===== src/rtl/di_ei_pkg.sv =====
// di_ei_pkg: CORDIC e_i constants, unsigned, 32 fraction bits.
// Entries past the 32-bit resolution read as zero.
package di_ei_pkg;

    typedef enum logic [1:0] {
        COORD_LINEAR     = 2'b00,
        COORD_CIRCULAR   = 2'b01,
        COORD_RESERVED   = 2'b10,
        COORD_HYPERBOLIC = 2'b11
    } coord_sys_e;

    localparam int CORDIC_LUT_DEPTH = 64;
    localparam int K_FRAC = 32;
    localparam int K_W = K_FRAC + 1;

    typedef logic [K_W-1:0] k_t;

    // atan(2^-i); from i = 11 the cubic term is below half an LSB
    localparam k_t ATAN_TBL [CORDIC_LUT_DEPTH] = '{
        0: 33'd3373259426, 1: 33'd1991351318,
        2: 33'd1052175346, 3: 33'd534100635,
        4: 33'd268086748,  5: 33'd134174063,
        6: 33'd67103403,   7: 33'd33553749,
        8: 33'd16777131,   9: 33'd8388597,
        10: 33'd4194303,
        11: 33'd1 << 21, 12: 33'd1 << 20, 13: 33'd1 << 19,
        14: 33'd1 << 18, 15: 33'd1 << 17, 16: 33'd1 << 16,
        17: 33'd1 << 15, 18: 33'd1 << 14, 19: 33'd1 << 13,
        20: 33'd1 << 12, 21: 33'd1 << 11, 22: 33'd1 << 10,
        23: 33'd1 << 9,  24: 33'd1 << 8,  25: 33'd1 << 7,
        26: 33'd1 << 6,  27: 33'd1 << 5,  28: 33'd1 << 4,
        29: 33'd1 << 3,  30: 33'd1 << 2,  31: 33'd1 << 1,
        32: 33'd1,
        default: 33'd0
    };

    // 2^-i; 2^-33 is an exact half LSB and rounds away from zero
    localparam k_t LIN_TBL [CORDIC_LUT_DEPTH] = '{
        0: 33'd1 << 32,
        1: 33'd1 << 31,  2: 33'd1 << 30,  3: 33'd1 << 29,
        4: 33'd1 << 28,  5: 33'd1 << 27,  6: 33'd1 << 26,
        7: 33'd1 << 25,  8: 33'd1 << 24,  9: 33'd1 << 23,
        10: 33'd1 << 22, 11: 33'd1 << 21, 12: 33'd1 << 20,
        13: 33'd1 << 19, 14: 33'd1 << 18, 15: 33'd1 << 17,
        16: 33'd1 << 16, 17: 33'd1 << 15, 18: 33'd1 << 14,
        19: 33'd1 << 13, 20: 33'd1 << 12, 21: 33'd1 << 11,
        22: 33'd1 << 10, 23: 33'd1 << 9,  24: 33'd1 << 8,
        25: 33'd1 << 7,  26: 33'd1 << 6,  27: 33'd1 << 5,
        28: 33'd1 << 4,  29: 33'd1 << 3,  30: 33'd1 << 2,
        31: 33'd1 << 1,  32: 33'd1,       33: 33'd1,
        default: 33'd0
    };

    // atanh(2^-i); i = 0 is unbounded and never selected
    localparam k_t ATANH_TBL [CORDIC_LUT_DEPTH] = '{
        0: 33'd0,
        1: 33'd2359251925, 2: 33'd1096989674,
        3: 33'd539693625,  4: 33'd268785803,
        5: 33'd134261444,  6: 33'd67114326,
        7: 33'd33555115,   8: 33'd16777301,
        9: 33'd8388619,    10: 33'd4194305,
        11: 33'd1 << 21, 12: 33'd1 << 20, 13: 33'd1 << 19,
        14: 33'd1 << 18, 15: 33'd1 << 17, 16: 33'd1 << 16,
        17: 33'd1 << 15, 18: 33'd1 << 14, 19: 33'd1 << 13,
        20: 33'd1 << 12, 21: 33'd1 << 11, 22: 33'd1 << 10,
        23: 33'd1 << 9,  24: 33'd1 << 8,  25: 33'd1 << 7,
        26: 33'd1 << 6,  27: 33'd1 << 5,  28: 33'd1 << 4,
        29: 33'd1 << 3,  30: 33'd1 << 2,  31: 33'd1 << 1,
        32: 33'd1,       33: 33'd1,
        default: 33'd0
    };

endpackage


===== src/rtl/di_ei_round_sat.sv =====
// di_ei_round_sat: 32-fraction-bit constant to BIT_WIDTH code.
// Round half away from zero, clamp at the largest positive code.
module di_ei_round_sat
    import di_ei_pkg::*;
#(
    parameter int WHOLE_BIT_WIDTH = 4,
    parameter int BIT_WIDTH       = 6
) (
    input  logic [K_W-1:0]       k_in,
    output logic [BIT_WIDTH-1:0] code_out
);

    localparam int FRAC = BIT_WIDTH - WHOLE_BIT_WIDTH;
    localparam int DROP = K_FRAC - FRAC;
    localparam logic [63:0] HALF = 64'd1 << (DROP - 1);
    localparam logic [63:0] MAX_CODE = (64'd1 << (BIT_WIDTH - 1)) - 64'd1;

    logic [63:0] rnd;

    // Constants are non-negative, so adding half rounds ties upward
    always_comb begin
        rnd = ({31'd0, k_in} + HALF) >> DROP;
        code_out = (rnd > MAX_CODE) ? MAX_CODE[BIT_WIDTH-1:0]
                                    : rnd[BIT_WIDTH-1:0];
    end

endmodule


===== src/rtl/di_ei_lut.sv =====
// di_ei_lut: registered CORDIC e_i lookup, one cycle latency.
// DI_EI_LUT_HYPERBOLIC_EN builds the atanh table and enables 2'b11.
module di_ei_lut
    import di_ei_pkg::*;
#(
    parameter int WHOLE_BIT_WIDTH = 4,
    parameter int BIT_WIDTH       = 6
) (
    input  logic                 clk,
    input  logic                 rst,
    input  logic [5:0]           count_in,
    input  logic [1:0]           coordinate_system_in,
    output logic [BIT_WIDTH-1:0] di_ei_output_out,
    output logic                 di_ei_valid_out
);

    logic [BIT_WIDTH-1:0] circ_code [CORDIC_LUT_DEPTH];
    logic [BIT_WIDTH-1:0] lin_code  [CORDIC_LUT_DEPTH];
`ifdef DI_EI_LUT_HYPERBOLIC_EN
    logic [BIT_WIDTH-1:0] hyp_code  [CORDIC_LUT_DEPTH];
`endif

    logic [BIT_WIDTH-1:0] di_ei_d;
    logic [BIT_WIDTH-1:0] di_ei_q;
    logic                 valid_d;
    logic                 valid_q;
    coord_sys_e           sel;

    // Every entry is a constant, so these instances fold to wiring
    for (genvar g = 0; g < CORDIC_LUT_DEPTH; g++) begin : g_ent
        di_ei_round_sat #(
            .WHOLE_BIT_WIDTH(WHOLE_BIT_WIDTH),
            .BIT_WIDTH      (BIT_WIDTH)
        ) u_circ (
            .k_in    (ATAN_TBL[g]),
            .code_out(circ_code[g])
        );
        di_ei_round_sat #(
            .WHOLE_BIT_WIDTH(WHOLE_BIT_WIDTH),
            .BIT_WIDTH      (BIT_WIDTH)
        ) u_lin (
            .k_in    (LIN_TBL[g]),
            .code_out(lin_code[g])
        );
`ifdef DI_EI_LUT_HYPERBOLIC_EN
        di_ei_round_sat #(
            .WHOLE_BIT_WIDTH(WHOLE_BIT_WIDTH),
            .BIT_WIDTH      (BIT_WIDTH)
        ) u_hyp (
            .k_in    (ATANH_TBL[g]),
            .code_out(hyp_code[g])
        );
`endif
    end

    assign sel = coord_sys_e'(coordinate_system_in);

    // Select this iteration's entry; illegal selections read as zero
    always_comb begin
        di_ei_d = '0;
        valid_d = 1'b0;
        unique case (sel)
            COORD_CIRCULAR: begin
                di_ei_d = circ_code[count_in];
                valid_d = 1'b1;
            end
            COORD_LINEAR: begin
                di_ei_d = lin_code[count_in];
                valid_d = 1'b1;
            end
`ifdef DI_EI_LUT_HYPERBOLIC_EN
            COORD_HYPERBOLIC: begin
                if (count_in != 6'd0) begin
                    di_ei_d = hyp_code[count_in];
                    valid_d = 1'b1;
                end
            end
`endif
            default: ;
        endcase
    end

    // Output register; reset discards any pending lookup
    always_ff @(posedge clk) begin
        if (rst) begin
            di_ei_q <= '0;
            valid_q <= 1'b0;
        end else begin
            di_ei_q <= di_ei_d;
            valid_q <= valid_d;
        end
    end

    assign di_ei_output_out = di_ei_q;
    assign di_ei_valid_out  = valid_q;

endmodule


===== config.mk =====
export PLATFORM = sky130hd
export DESIGN_NAME = di_ei_lut
export DESIGN_NICKNAME = d
export VERILOG_FILES = /design/src/rtl/di_ei_pkg.sv /design/src/rtl/di_ei_round_sat.sv /design/src/rtl/di_ei_lut.sv
export SDC_FILE = /design/constraint.sdc
export NUM_CORES = 1
export LEC_CHECK = 0
export BUFFER_PORTS_ARGS = -buffer_cell sky130_fd_sc_hd__buf_2
export CAP_MARGIN = 5
export CORE_AREA = 3 3 40 42
export CTS_BUF_LIST = sky130_fd_sc_hd__clkbuf_8
export CTS_CLUSTER_DIAMETER = 100
export DETAILED_ROUTE_END_ITERATION = 16
export DIE_AREA = 0 0 43 45
export PLACE_DENSITY_LB_ADDON = 0.1
export SYNTH_ARGS = -nofsm -noshare
export SYNTH_HDL_FRONTEND = slang
export SYNTH_SLANG_ARGS = --single-unit

===== constraint.sdc =====
create_clock -name clk -period 1.49 [get_ports clk]
set_input_delay 0.298 -clock clk [delete_from_list [all_inputs] [get_ports clk]]
set_output_delay 0.298 -clock clk [all_outputs]
set_load 0.01 [all_outputs]

* Yosys cells after proc, flatten, opt, wreduce, memory -nomap -nowiden *
Memory sizes are Yosys's and may differ from the RTL's.
Cells that the tools add are included.

cells by class
  reduce and logical (&&, ||, !) cells = 2
  bitwise logic cells = 1
  multipliers = 0
  muxes and demuxes = 6
  divide/modulo/power cells = 0
  add/subtract/negate cells = 0
  equal/unequal tests = 1
  shift-type cells = 0
  magnitude comparators = 1

operators with widths
  operator                                        number
  two-way mux 6 bit                               4
  case mux 6 bit (2 select lines)                 1
  >= comparator 7 bit (second input constant)     1
  inverter 6 -> 7 bit                             1
  == test 2 x 1 -> 1 bit (second input constant)  1
  zero test 2 bit                                 1
  OR reduction 2 bit                              1
  two-way mux 1 bit                               1

word-level totals
  output and inout port bits = 7
  bits in registers = 7
  memory bits (read-only) = 768
  bits in latches = 0
  bits of input ports = 10
  RAM bits = 0
  memories = 2
  logic and storage cells = 15

memory list
  name             words  bits a word  rd ports  clocked after memory_dff  write ports  RTL line         RTL
  (no name shown)  64     6            1         0                         0            di_ei_lut.sv:68  di_ei_d = lin_code[count_in];
  (no name shown)  64     6            1         0                         0            di_ei_lut.sv:64  di_ei_d = circ_code[count_in];

* Depth between registers and ports, before layout *
Gate-level depths: netlist of run 1.

  depth in word-level cells = 5
  gate-level depth with buffers = 2
  mapped depth without buffers = 2

* By module *
From an unflattened synthesis of run 1, not the netlist that was laid out.

second synthesis, totals
  cell total of the unflattened synthesis = 1470
  area, all modules = 14188.6 µm²

modules (own cells, without submodules)
  module           cells each  seq. area each (µm²)  area each (µm²)  instances
  di_ei_round_sat  8           0.0                   61.3             128
  di_ei_lut        446         140.1                 6341.1           1

* Worst setup path before layout of run 1 *
Ideal clock, no wire load.

  path type = input to register
  start = in rst
  end = reg di_ei_q[0], in the netlist di_ei_output_out[0]
  setup time = 104 ps
  path slack = 250 ps
  arrival time = 1137 ps
  data required time = 1386 ps
  buffers on the path = 0
  stages = 2
  path through = or4_4 a2111oi_2

RTL lines
  item                  RTL line         RTL
  start, declared       di_ei_lut.sv:10  input logic rst,
  end signal, assigned  di_ei_lut.sv:89  di_ei_q <= di_ei_d;
  end, declared         di_ei_lut.sv:24  logic [BIT_WIDTH-1:0] di_ei_q;

==> flow_metrics.py, run 1 <==
metrics = {
    "place": {
        "place_hpwl_um": 331,
        "count_of_buffers_inserted_at_the_top_level_ports": 13,
        "dp_worst_setup_slack_ps": 102,
        "routability_congestion_estimate": 0.558,
    },
    "cts": {
        "hold_buffers": 0,
        "cts_inserted_buffers": 3,
        "h_tree_depth": 1,
        "cts_resized": 0,
        "number_of_buffers_inserted_by_post_cts_setup_repair": 0,
        "cts.reportedPaths.clkPinSlew_ps": 30,
        "cts.path.max_buffers": 2,
        "clock-sinks": 4,
        "ctsRootBufferMaster": "sky130_fd_sc_hd__clkbuf_8",
        "cts_tree": "built",
    },
    "synth": {
        "yosysSeqAreaShare_pct": 47.8,
        "synth.avg_cell_area_um2": 9.86,
        "synth_area_um2": 168,
        "ys.warnings.count": 0,
        "synth_cells": 17,
        "synthDistinctLibCells": 10,
        "synth_seq_cells": 4,
    },
    "worst_hold_path": {
        "timing.hold.worst_endpoint": "di_ei_valid_out",
        "worstHoldStart": "coordinate_system_in[1]",
        "timing.hold.worst.class": "in -> reg",
        "holdPathStages": 2,
    },
    "setup_path": {
        "crit_end_category": "flip-flop",
        "class_of_the_most_critical_setup_path": "in -> reg",
        "critical_path_arrival_ps": 1260,
        "crit_path_max_fanout": 3,
        "timing.critical_path.slowest_stage_cell": "sky130_fd_sc_hd__or4_4",
        "worstPathRequired_ps": 1600,
        "crit_path_cell_trace": "buf_2 -> or4_4 -> a2111oi_2",
        "critical_path_source_type": "input pin",
        "largest_stage_delay_worst_path_ps": 540,
    },
    "global_route": {
        "grt_remaining_overflow": 0,
        "grt_antenna_before_repair": 0,
        "grt_use_total_pct": 4.58,
        "grt_pass1_wl_um": 538,
        "largest_net_degree_at_the_start_of_global_routing": 5,
        "first_global_vias": 157,
    },
    "timing": {
        "max_freq_mhz": 869,
        "setup_repair_after_global_routing_missed_its_margin": "false",
        "setup_tns_ps": 0,
        "post-route-min-period_ps": 1150,
        "setup_violations": 0,
        "fin_crit_sh_pct": 77.3,
        "final_hold_violation_count": 0,
        "postLayoutSetupSlackWorst_ps": 339,
        "slew_viol_final": 0,
    },
    "power": {
        "switching_share_pct": 18.2,
        "p_per_area_nw_per_um2": 1300,
        "internal_power_uw": 295,
        "p_sw_uw": 65.4,
        "power.ir.vdd_worst_v": 0.000183,
        "power_frac_clock_pct": 61.8,
        "leakagePower_nw": 0.134,
        "power.share.sequential_pct": 30.5,
        "finalPower_uw": 360,
        "pwr-share-comb_pct": 7.7,
    },
    "drt": {
        "route.antenna.remaining_nets": 0,
        "postRouteWirelength_um": 377,
        "drc_errors_left": 0,
        "detailed_route_via_count": 164,
        "initialDrtViolationCount": 2,
        "avgRoutedWirePerCell_um": 8.02,
        "detail_route.vias_per_cell": 3.49,
        "drt_first_pass_iters": 2,
    },
    "final_layout": {
        "num-nets-final": 44,
        "layout-drive-gt1-share_pct": 59.4,
        "antennaDiodeCount": 0,
        "flow.area_growth_from_synthesis_pct": 65.7,
    },
    "floorplanning": {
        "floorplan.core_area_um2": 1280,
        "floorplan.initialDensity_pct": 13.0,
        "placementRows": 13,
        "chipWidth_um": 43,
        "floorplan.die.height_um": 45,
        "floorplan.die_area_um2": 1940,
        "io_pins": 17,
    },
    "run_status": {
        "outcome": "complete, no violations",
    },
    "flow_run": {
        "max-cap-violations": 0,
    },
}
==> metal layers <==
layer	wire length [µm]	GRT usage, %
met2	239	6.59
met1	91	2.66
met4	14	9.04
met3	31	2.79
met5	0	0
==> how the worst max path moves through the flow <==
| stage | startpoint | endpoint | slack (ps) | depth (start not counted) |
|---|---|---|---|---|
| after global routing | rst | di_ei_output_out[0] | 310 | 3 |
| final | rst | di_ei_output_out[0] | 340 | 3 |
| after floorplan | rst | di_ei_output_out[0] | 250 | 2 |
| after detailed placement | rst | di_ei_output_out[0] | 100 | 3 |
| after CTS | rst | di_ei_output_out[0] | 320 | 3 |
| after global placement | rst | di_ei_output_out[0] | 120 | 3 |
==> synthesized netlist by cell type <==
cell	number	area, µm²
sky130_fd_sc_hd__dfxtp_1	4	80.1
sky130_fd_sc_hd__nor3_1	1	5.00
sky130_fd_sc_hd__nor2_1	3	11.3
sky130_fd_sc_hd__or4_4	1	11.3
sky130_fd_sc_hd__or2_2	1	6.26
sky130_fd_sc_hd__or3_1	1	6.26
sky130_fd_sc_hd__conb_1	1	3.75
sky130_fd_sc_hd__nor4_1	1	6.26
sky130_fd_sc_hd__a2111oi_2	1	15.0
sky130_fd_sc_hd__buf_4	3	22.5
==> cells in the final DEF, fill, tap and decap left out <==
cell	count
sky130_fd_sc_hd__buf_2	13
sky130_fd_sc_hd__nor4_1	1
sky130_fd_sc_hd__or4_4	1
sky130_fd_sc_hd__conb_1	3
sky130_fd_sc_hd__or3_1	1
sky130_fd_sc_hd__clkbuf_8	3
sky130_fd_sc_hd__dfxtp_1	4
sky130_fd_sc_hd__a2111oi_2	1
sky130_fd_sc_hd__or2_2	1
sky130_fd_sc_hd__nor2_1	3
sky130_fd_sc_hd__nor3_1	1
==> area by class of cell <==
type | instances | area (µm²)
Sequential cell | 4 | 80.1
Clock buffer | 3 | 41.3
Multi-Input combinational cell | 12 | 72.6
Tap cell | 15 | 18.8
Fill cell | 150 | 1010
Timing Repair Buffer | 13 | 65.1
==> logic make-up (layout without fill, tap and decap cells) <==
| logic type | Yosys count | after routing | synth area share (%) |
|---|---|---|---|
| and+or+nand+nor | 8 | 8 | 27.6 |
| other | 1 | 3 | 2.24 |
| DFF | 4 | 4 | 47.8 |
| buffers and inverters | 3 | 16 | 13.4 |
| AOI/OAI and AO/OA | 1 | 1 | 8.95 |
==> critical path: cells and delay by family <==
kind / cells / cell delay, ps
AOI/OAI and AO/OA: 1 / 320
and+or+nand+nor: 1 / 540
buffers and inverters: 1 / 100
==> sequential cells by signal, summed over array words and instances (netlist names) <==
signal            cells
di_ei_output_out      3
di_ei_valid_out       1
==> power groups by stage <==
| stage | Sequential (mW) | Clock [mW] | Combinational, mW |
|---|---|---|---|
| detailed placement | 0.111 | 0 | 0.0281 |
| floorplan | 0.113 | 0 | 0.0156 |
| global route | 0.110 | 0.238 | 0.0309 |
| global placement | 0.111 | 0 | 0.0279 |
| CTS | 0.110 | 0.230 | 0.0281 |
| finish | 0.110 | 0.223 | 0.0275 |
==> through the flow <==
stage                     cell area [µm²]  hold slack [ps]  utilization (%)  std cells
after detailed placement              236              473             18.4         44
after global routing                  278              252             21.6         47
after floorplan                       175              365                -         19
after CTS                             278              247             21.6         47
after global placement                236              475             18.4         44
final                                 278              250             21.6         47
Note: power is estimated with default switching activity, not from simulation.
==> inputs of run 2 (changes only) <==
==> constraint.sdc (replaced) <==
create_clock -name clk -period 1.2 [get_ports clk]
set_input_delay 0.24 -clock clk [delete_from_list [all_inputs] [get_ports clk]]
set_output_delay 0.24 -clock clk [all_outputs]
set_load 0.01 [all_outputs]
==> run 2 against run 1 <==
Flip-flop and latch count unchanged. Non-clock buffer count unchanged. Largest power group unchanged. Critical endpoint unchanged. Setup slack worse by 260 ps. Die area unchanged. Via count up 0.61%. Global-route usage up 0.16 points. Combinational power up 36%. Highest routed layer is now met3.
==> flow_metrics.py, run 2 (synthesis gave the netlist of run 1 again) <==
metrics = {
    "global_route": {
        "grt_antenna_before_repair": 0,
        "grt_remaining_overflow": 0,
        "gr-usage-met3_pct": 2.79,
        "met2_usage_pct": 8.38,
        "grt_use_total_pct": 4.75,
        "grt_most_used_layer": "met2",
        "first_global_vias": 172,
        "grt_use_met1_pct": 2.41,
        "grt_pass1_wl_um": 586,
        "largest_net_degree_at_the_start_of_global_routing": 5,
    },
    "drt": {
        "postRouteWirelength_um": 405,
        "initialDrtViolationCount": 0,
        "avgRoutedWirePerCell_um": 8.62,
        "drc_errors_left": 0,
        "detailed_route_via_count": 165,
        "drt_first_pass_iters": 1,
        "route.antenna.remaining_nets": 0,
        "detail_route.vias_per_cell": 3.51,
    },
    "timing": {
        "max_freq_mhz": 893,
        "whs_ps": 196,
        "final_hold_violation_count": 0,
        "fin_crit_sh_pct": 93.3,
        "setup_tns_ps": 0,
        "setup_violations": 0,
        "post-route-min-period_ps": 1120,
        "slew_viol_final": 0,
        "setup_repair_after_global_routing_missed_its_margin": "false",
    },
    "setup_path": {
        "crit_path_max_fanout": 3,
        "critical_path_arrival_ps": 1230,
        "setup.worst_path.start": "rst",
        "class_of_the_most_critical_setup_path": "in -> reg",
        "cp_capture_point": "di_ei_output_out[0]",
        "crit_end_category": "flip-flop",
        "critical_path_source_type": "input pin",
        "worstPathRequired_ps": 1310,
    },
    "final_layout": {
        "flow.area_growth_from_synthesis_pct": 73.1,
        "mostFrequentLayoutCells": "sky130_fd_sc_hd__buf_2 (13), sky130_fd_sc_hd__dfxtp_1 (4), sky130_fd_sc_hd__nor2_1 (3), sky130_fd_sc_hd__conb_1 (3), sky130_fd_sc_hd__clkbuf_8 (3)",
        "largest_register_ff_count": 3,
        "num-nets-final": 44,
        "final_common_cell": "sky130_fd_sc_hd__buf_2",
        "antennaDiodeCount": 0,
        "final_core_utilization_pct": 22.6,
        "layout-drive-gt1-share_pct": 59.4,
        "stdcell_count": 47,
    },
    "power": {
        "p_sw_uw": 80.4,
        "leakagePower_nw": 0.134,
        "power_frac_clock_pct": 61.0,
        "switching_share_pct": 18.0,
        "p_per_area_nw_per_um2": 1540,
        "internal_power_uw": 366,
        "finalPower_uw": 447,
        "power.ir.vdd_worst_v": 0.000251,
        "power.share.sequential_pct": 30.6,
        "pwr-share-comb_pct": 8.4,
    },
    "cts": {
        "cts.path.max_buffers": 2,
        "cts_inserted_buffers": 3,
        "clock-sinks": 4,
        "cts_tree": "built",
        "ctsRootBufferMaster": "sky130_fd_sc_hd__clkbuf_8",
        "h_tree_depth": 1,
        "cts.reportedPaths.clkPinSlew_ps": 30,
        "number_of_buffers_inserted_by_post_cts_setup_repair": 0,
    },
    "floorplanning": {
        "io_pins": 17,
        "floorplan.core_area_um2": 1280,
        "floorplan.die.height_um": 45,
        "placementRows": 13,
        "chipWidth_um": 43,
        "floorplan.die_area_um2": 1940,
        "floorplan.initialDensity_pct": 13.0,
    },
    "place": {
        "routability_congestion_estimate": 0.559,
        "count_of_buffers_inserted_at_the_top_level_ports": 13,
        "post-place-cells": 44,
    },
    "worst_hold_path": {
        "worstHoldStart": "coordinate_system_in[1]",
        "timing.hold.worst.class": "in -> reg",
    },
    "run_status": {
        "outcome": "complete, no violations",
    },
    "flow_run": {
        "max-cap-violations": 0,
    },
}
run 2: worst min-delay path by stage:
stage | end | cells after the start
floorplan | di_ei_valid_out | 1
global placement | di_ei_valid_out | 2
detailed placement | di_ei_valid_out | 2
CTS | di_ei_valid_out | 2
global route | di_ei_valid_out | 2
finish | di_ei_valid_out | 2
run 2: area by class of cell:
| class | instances | area [µm²] |
|---|---|---|
| fillers | 144 | 995 |
| multi-input cells | 12 | 85.1 |
| flip-flops and latches | 4 | 80.1 |
| repair buffers | 13 | 65.1 |
| clock buffers | 3 | 41.3 |
| well taps | 15 | 18.8 |
run 2: worst max-delay path, cell delays in order:
cell                        delay [ps]
sky130_fd_sc_hd__buf_2             100
sky130_fd_sc_hd__or4_4             560
sky130_fd_sc_hd__a2111oi_4         330
run 2: per-stage QoR:
step / cell area [µm²] / setup WS, ps
after global routing: 290 / 22.9
after CTS: 278 / 58.3
final: 290 / 80.6
after detailed placement: 236 / -160
after floorplan: 175 / 17.6
after global placement: 236 / -137
run 2: timing repair:
| item | CTS | global route |
|---|---|---|
| endpoints found under the setup margin | 0 | 1 |
| hold endpoints to repair | 0 | 0 |
| hold buffers | 0 | 0 |
| gates resized for setup | 0 | 1 |
run 2: per-layer routing:
| layer | vias to the layer above | part of all wire, % |
|---|---|---|
| met5 | - | 0 |
| met4 | 0 | 0 |
| met3 | 0 | 8.1 |
| met2 | 5 | 66 |
| met1 | 77 | 25 |
| li1 | 83 | - |
run 2: power groups by stage:
| stage | clock (mW) | sequential (mW) | combinational [mW] |
|---|---|---|---|
| 2_1_floorplan | 0 | 0.140 | 0.0194 |
| 3_3_place_gp | 0 | 0.138 | 0.0335 |
| 3_5_place_dp | 0 | 0.138 | 0.0342 |
| 4_1_cts | 0.279 | 0.137 | 0.0344 |
| 5_1_grt | 0.289 | 0.137 | 0.0417 |
| 6_report | 0.272 | 0.137 | 0.0375 |
==> inputs of run 3 (changes only) <==
--- a/config.mk
+++ b/config.mk
@@ -7,12 +7,13 @@
 export LEC_CHECK = 0
 export BUFFER_PORTS_ARGS = -buffer_cell sky130_fd_sc_hd__buf_2
 export CAP_MARGIN = 5
-export CORE_AREA = 3 3 40 42
+export CORE_MARGIN = 3
+export CORE_UTILIZATION = 35
 export CTS_BUF_LIST = sky130_fd_sc_hd__clkbuf_8
 export CTS_CLUSTER_DIAMETER = 100
 export DETAILED_ROUTE_END_ITERATION = 16
-export DIE_AREA = 0 0 43 45
 export PLACE_DENSITY_LB_ADDON = 0.1
 export SYNTH_ARGS = -nofsm -noshare
 export SYNTH_HDL_FRONTEND = slang
+export SYNTH_HIERARCHICAL = 1
 export SYNTH_SLANG_ARGS = --single-unit
==> run 3 against run 2 <==
Via count rose to 66 times the previous value. Largest cell class unchanged. The flow now finishes with violations (setup timing). Wire length grew to 66 times the previous value. First-iteration DRC count up 272. Fmax is 14% lower. Clock power rose by 33%. Design area rose to 63 times the previous value. Sequential share of layout area shrank 27 points. Power grew to 12 times the previous value. Critical path depth increased by 4. Highest routed layer is now met4. Sequential power is 91% higher. Count of clock-buffer cells in the layout did not move.
==> flow_metrics.py, run 3 <==
metrics = {
    "run_status": {
        "outcome": "finished with violations",
        "violations": "setup timing",
    },
    "drt": {
        "route.antenna.remaining_nets": 0,
        "drt_first_pass_iters": 4,
        "drc_errors_left": 0,
        "detailed_route_via_count": 10900,
        "avgRoutedWirePerCell_um": 8.90,
        "postRouteWirelength_mm": 26.9,
        "detail_route.vias_per_cell": 3.60,
        "initialDrtViolationCount": 272,
    },
    "global_route": {
        "largest_net_degree_at_the_start_of_global_routing": 125,
        "grt_remaining_overflow": 0,
        "grt_use_total_pct": 13.4,
        "grt_antenna_before_repair": 0,
        "grt_pass1_wl_mm": 48.7,
        "first_global_vias": 10800,
    },
    "place": {
        "place_hpwl_mm": 22.7,
        "count_of_buffers_inserted_at_the_top_level_ports": 16,
        "post-place-cells": 3012,
        "routability_congestion_estimate": 0.748,
    },
    "cts": {
        "cts.reportedPaths.clkPinSlew_ps": 60,
        "clock-sinks": 7,
        "h_tree_depth": 1,
        "ctsRootBufferMaster": "sky130_fd_sc_hd__clkbuf_8",
        "cts_tree": "built",
        "cts.path.max_buffers": 2,
        "cts_inserted_buffers": 3,
    },
    "setup_path": {
        "worstPathRequired_ps": 1320,
        "critical_path_source_type": "input pin",
        "class_of_the_most_critical_setup_path": "in -> reg",
        "crit_end_category": "flip-flop",
        "critical_path_arrival_ps": 1420,
        "crit_path_max_fanout": 4,
    },
    "worst_hold_path": {
        "holdPathStages": 2,
        "timing.hold.worst.class": "in -> reg",
    },
    "synth": {
        "synthDominantCellAreaShare_pct": 30.5,
        "post_synth_and_or_nand_nor_area_fraction_pct": 11.7,
        "synth_cells": 1470,
        "post_synth_xor_area_fraction_pct": 15.8,
        "yosys.area.top_type": "sky130_fd_sc_hd__mux4_2",
        "synth_flop_cell": "sky130_fd_sc_hd__dfxtp_1",
        "synth_area_um2": 14200,
        "asyncSetResetFlopFracSynth_pct": 0,
        "synth_fa_ha_area_share_pct": 11.3,
        "ys_top_cells_by_area": "sky130_fd_sc_hd__mux4_2 (30%), sky130_fd_sc_hd__buf_4 (14%), sky130_fd_sc_hd__ha_1 (11%)",
        "yosys-mux-area-fraction_pct": 35.6,
        "synth_seq_cells": 7,
        "synth_most_common_cell": "sky130_fd_sc_hd__buf_4",
        "synthDistinctLibCells": 28,
        "synth_enable_flop_cells": 0,
        "synth.avg_cell_area_um2": 9.65,
        "synth_top_family_by_area": "multiplexers",
        "yosysSeqAreaShare_pct": 0.988,
        "ys.warnings.count": 6,
        "synth_compound_gate_area_share_pct": 4.69,
        "synth_common_cells": "sky130_fd_sc_hd__buf_4 (265), sky130_fd_sc_hd__mux4_2 (192), sky130_fd_sc_hd__conb_1 (130), sky130_fd_sc_hd__nand3_1 (130)",
    },
    "timing": {
        "whs_ps": 178,
        "max_slew.worst_pin.slew_ps": 1080,
        "final_hold_violation_count": 0,
        "slew_viol_final": 0,
        "setup_violations": 5,
        "postLayoutSetupSlackWorst_ps": -102,
        "post-route-min-period_ps": 1300,
        "setup_repair_after_global_routing_missed_its_margin": "true",
        "setup_tns_ps": -261,
        "maxSlewHeadroom_pct": 27.7,
        "fin_crit_sh_pct": 108,
        "max_freq_mhz": 768,
    },
    "power": {
        "power.ir.vdd_worst_v": 0.000221,
        "p_per_area_nw_per_um2": 300,
        "leakagePower_nw": 10.6,
        "finalPower_mw": 5.47,
    },
    "final_layout": {
        "stdcell_count": 3023,
        "flow.area_growth_from_synthesis_pct": 28.7,
        "antennaDiodeCount": 0,
        "final_core_utilization_pct": 45.7,
        "mostFrequentLayoutCells": "sky130_fd_sc_hd__conb_1 (1,408), sky130_fd_sc_hd__mux4_2 (192), sky130_fd_sc_hd__nand3_1 (130)",
        "layout-drive-gt1-share_pct": 17.3,
        "final_common_cell": "sky130_fd_sc_hd__conb_1",
        "largest_register_ff_count": 6,
        "num-nets-final": 2637,
    },
    "floorplanning": {
        "floorplan.core_area_um2": 39900,
        "floorplan.die_area_um2": 43000,
        "chipWidth_um": 207,
        "floorplan.initialDensity_pct": 35.5,
        "placementRows": 73,
        "floorplan.die.height_um": 207,
        "io_pins": 17,
    },
    "flow_run": {
        "max-cap-violations": 0,
    },
}
[run 3: power breakdown]
group	internal, mW	switching (mW)
Combinational	2.51	2.33
Clock	0.224	0.139
Sequential	0.249	0.0130
[run 3: critical path: stages]
cell and delay, ps:
sky130_fd_sc_hd__buf_12 110, sky130_fd_sc_hd__buf_6 110, sky130_fd_sc_hd__mux4_2 440, sky130_fd_sc_hd__mux2i_2 180, sky130_fd_sc_hd__a221oi_2 90, sky130_fd_sc_hd__a32oi_1 150
sky130_fd_sc_hd__o22ai_1 90
[run 3: what timing repair did]
item	4_1_cts	5_1_grt
setup buffers	6	2
endpoints found under the hold margin	0	0
hold buffers	0	0
pin swaps	17	10
endpoints found under the setup margin	6	6
gates resized for setup	42	17
[run 3: kinds of logic (layout without fill, tap and decap cells)]
| family | after synthesis | in the layout |
|---|---|---|
| muxes | 264 | 264 |
| DFF | 7 | 7 |
| other | 130 | 1408 |
| AOI/OAI and AO/OA | 90 | 90 |
| and+or+nand+nor | 267 | 267 |
| adders and majority gates | 128 | 128 |
| buffers and inverters | 328 | 78 |
| xor gates and xnor gates | 256 | 256 |
[run 3: path summary, 6_finish.rpt]
check	startpoint	end
setup / recovery	count_in[1]	di_ei_output_out[0]
hold / removal	rst	di_ei_valid_out
[run 3: metrics by stage]
| step | instance area (µm²) | setup slack, ps |
|---|---|---|
| 6_report | 18300 | -102 |
| 5_1_grt | 18300 | -187 |
| 4_1_cts | 18200 | -127 |
| 3_5_place_dp | 17900 | -527 |
| 3_3_place_gp | 17900 | -531 |
| 2_1_floorplan | 19100 | -481 |
[run 3: layout make-up]
type / instances / area, µm²
Timing Repair Buffer: 71 / 648
Inverter: 3 / 18.8
Clock inverter: 1 / 3.75
Tap cell: 525 / 657
Clock buffer: 3 / 41.3
Fill cell: 4084 / 21700
Multi-Input combinational cell: 2413 / 16700
Sequential cell: 7 / 140
[run 3: layer usage]
metal | share of wire [%] | GRT usage, % | wire [µm] | up-vias
li1 | - | - | - | 5861
met1 | 43 | 16.4 | 11700 | 4953
met2 | 53 | 26.1 | 14300 | 52
met3 | 2.2 | 1.19 | 580 | 16
met4 | 1.2 | 1.85 | 328 | 0
met5 | 0 | 0 | 0 | -
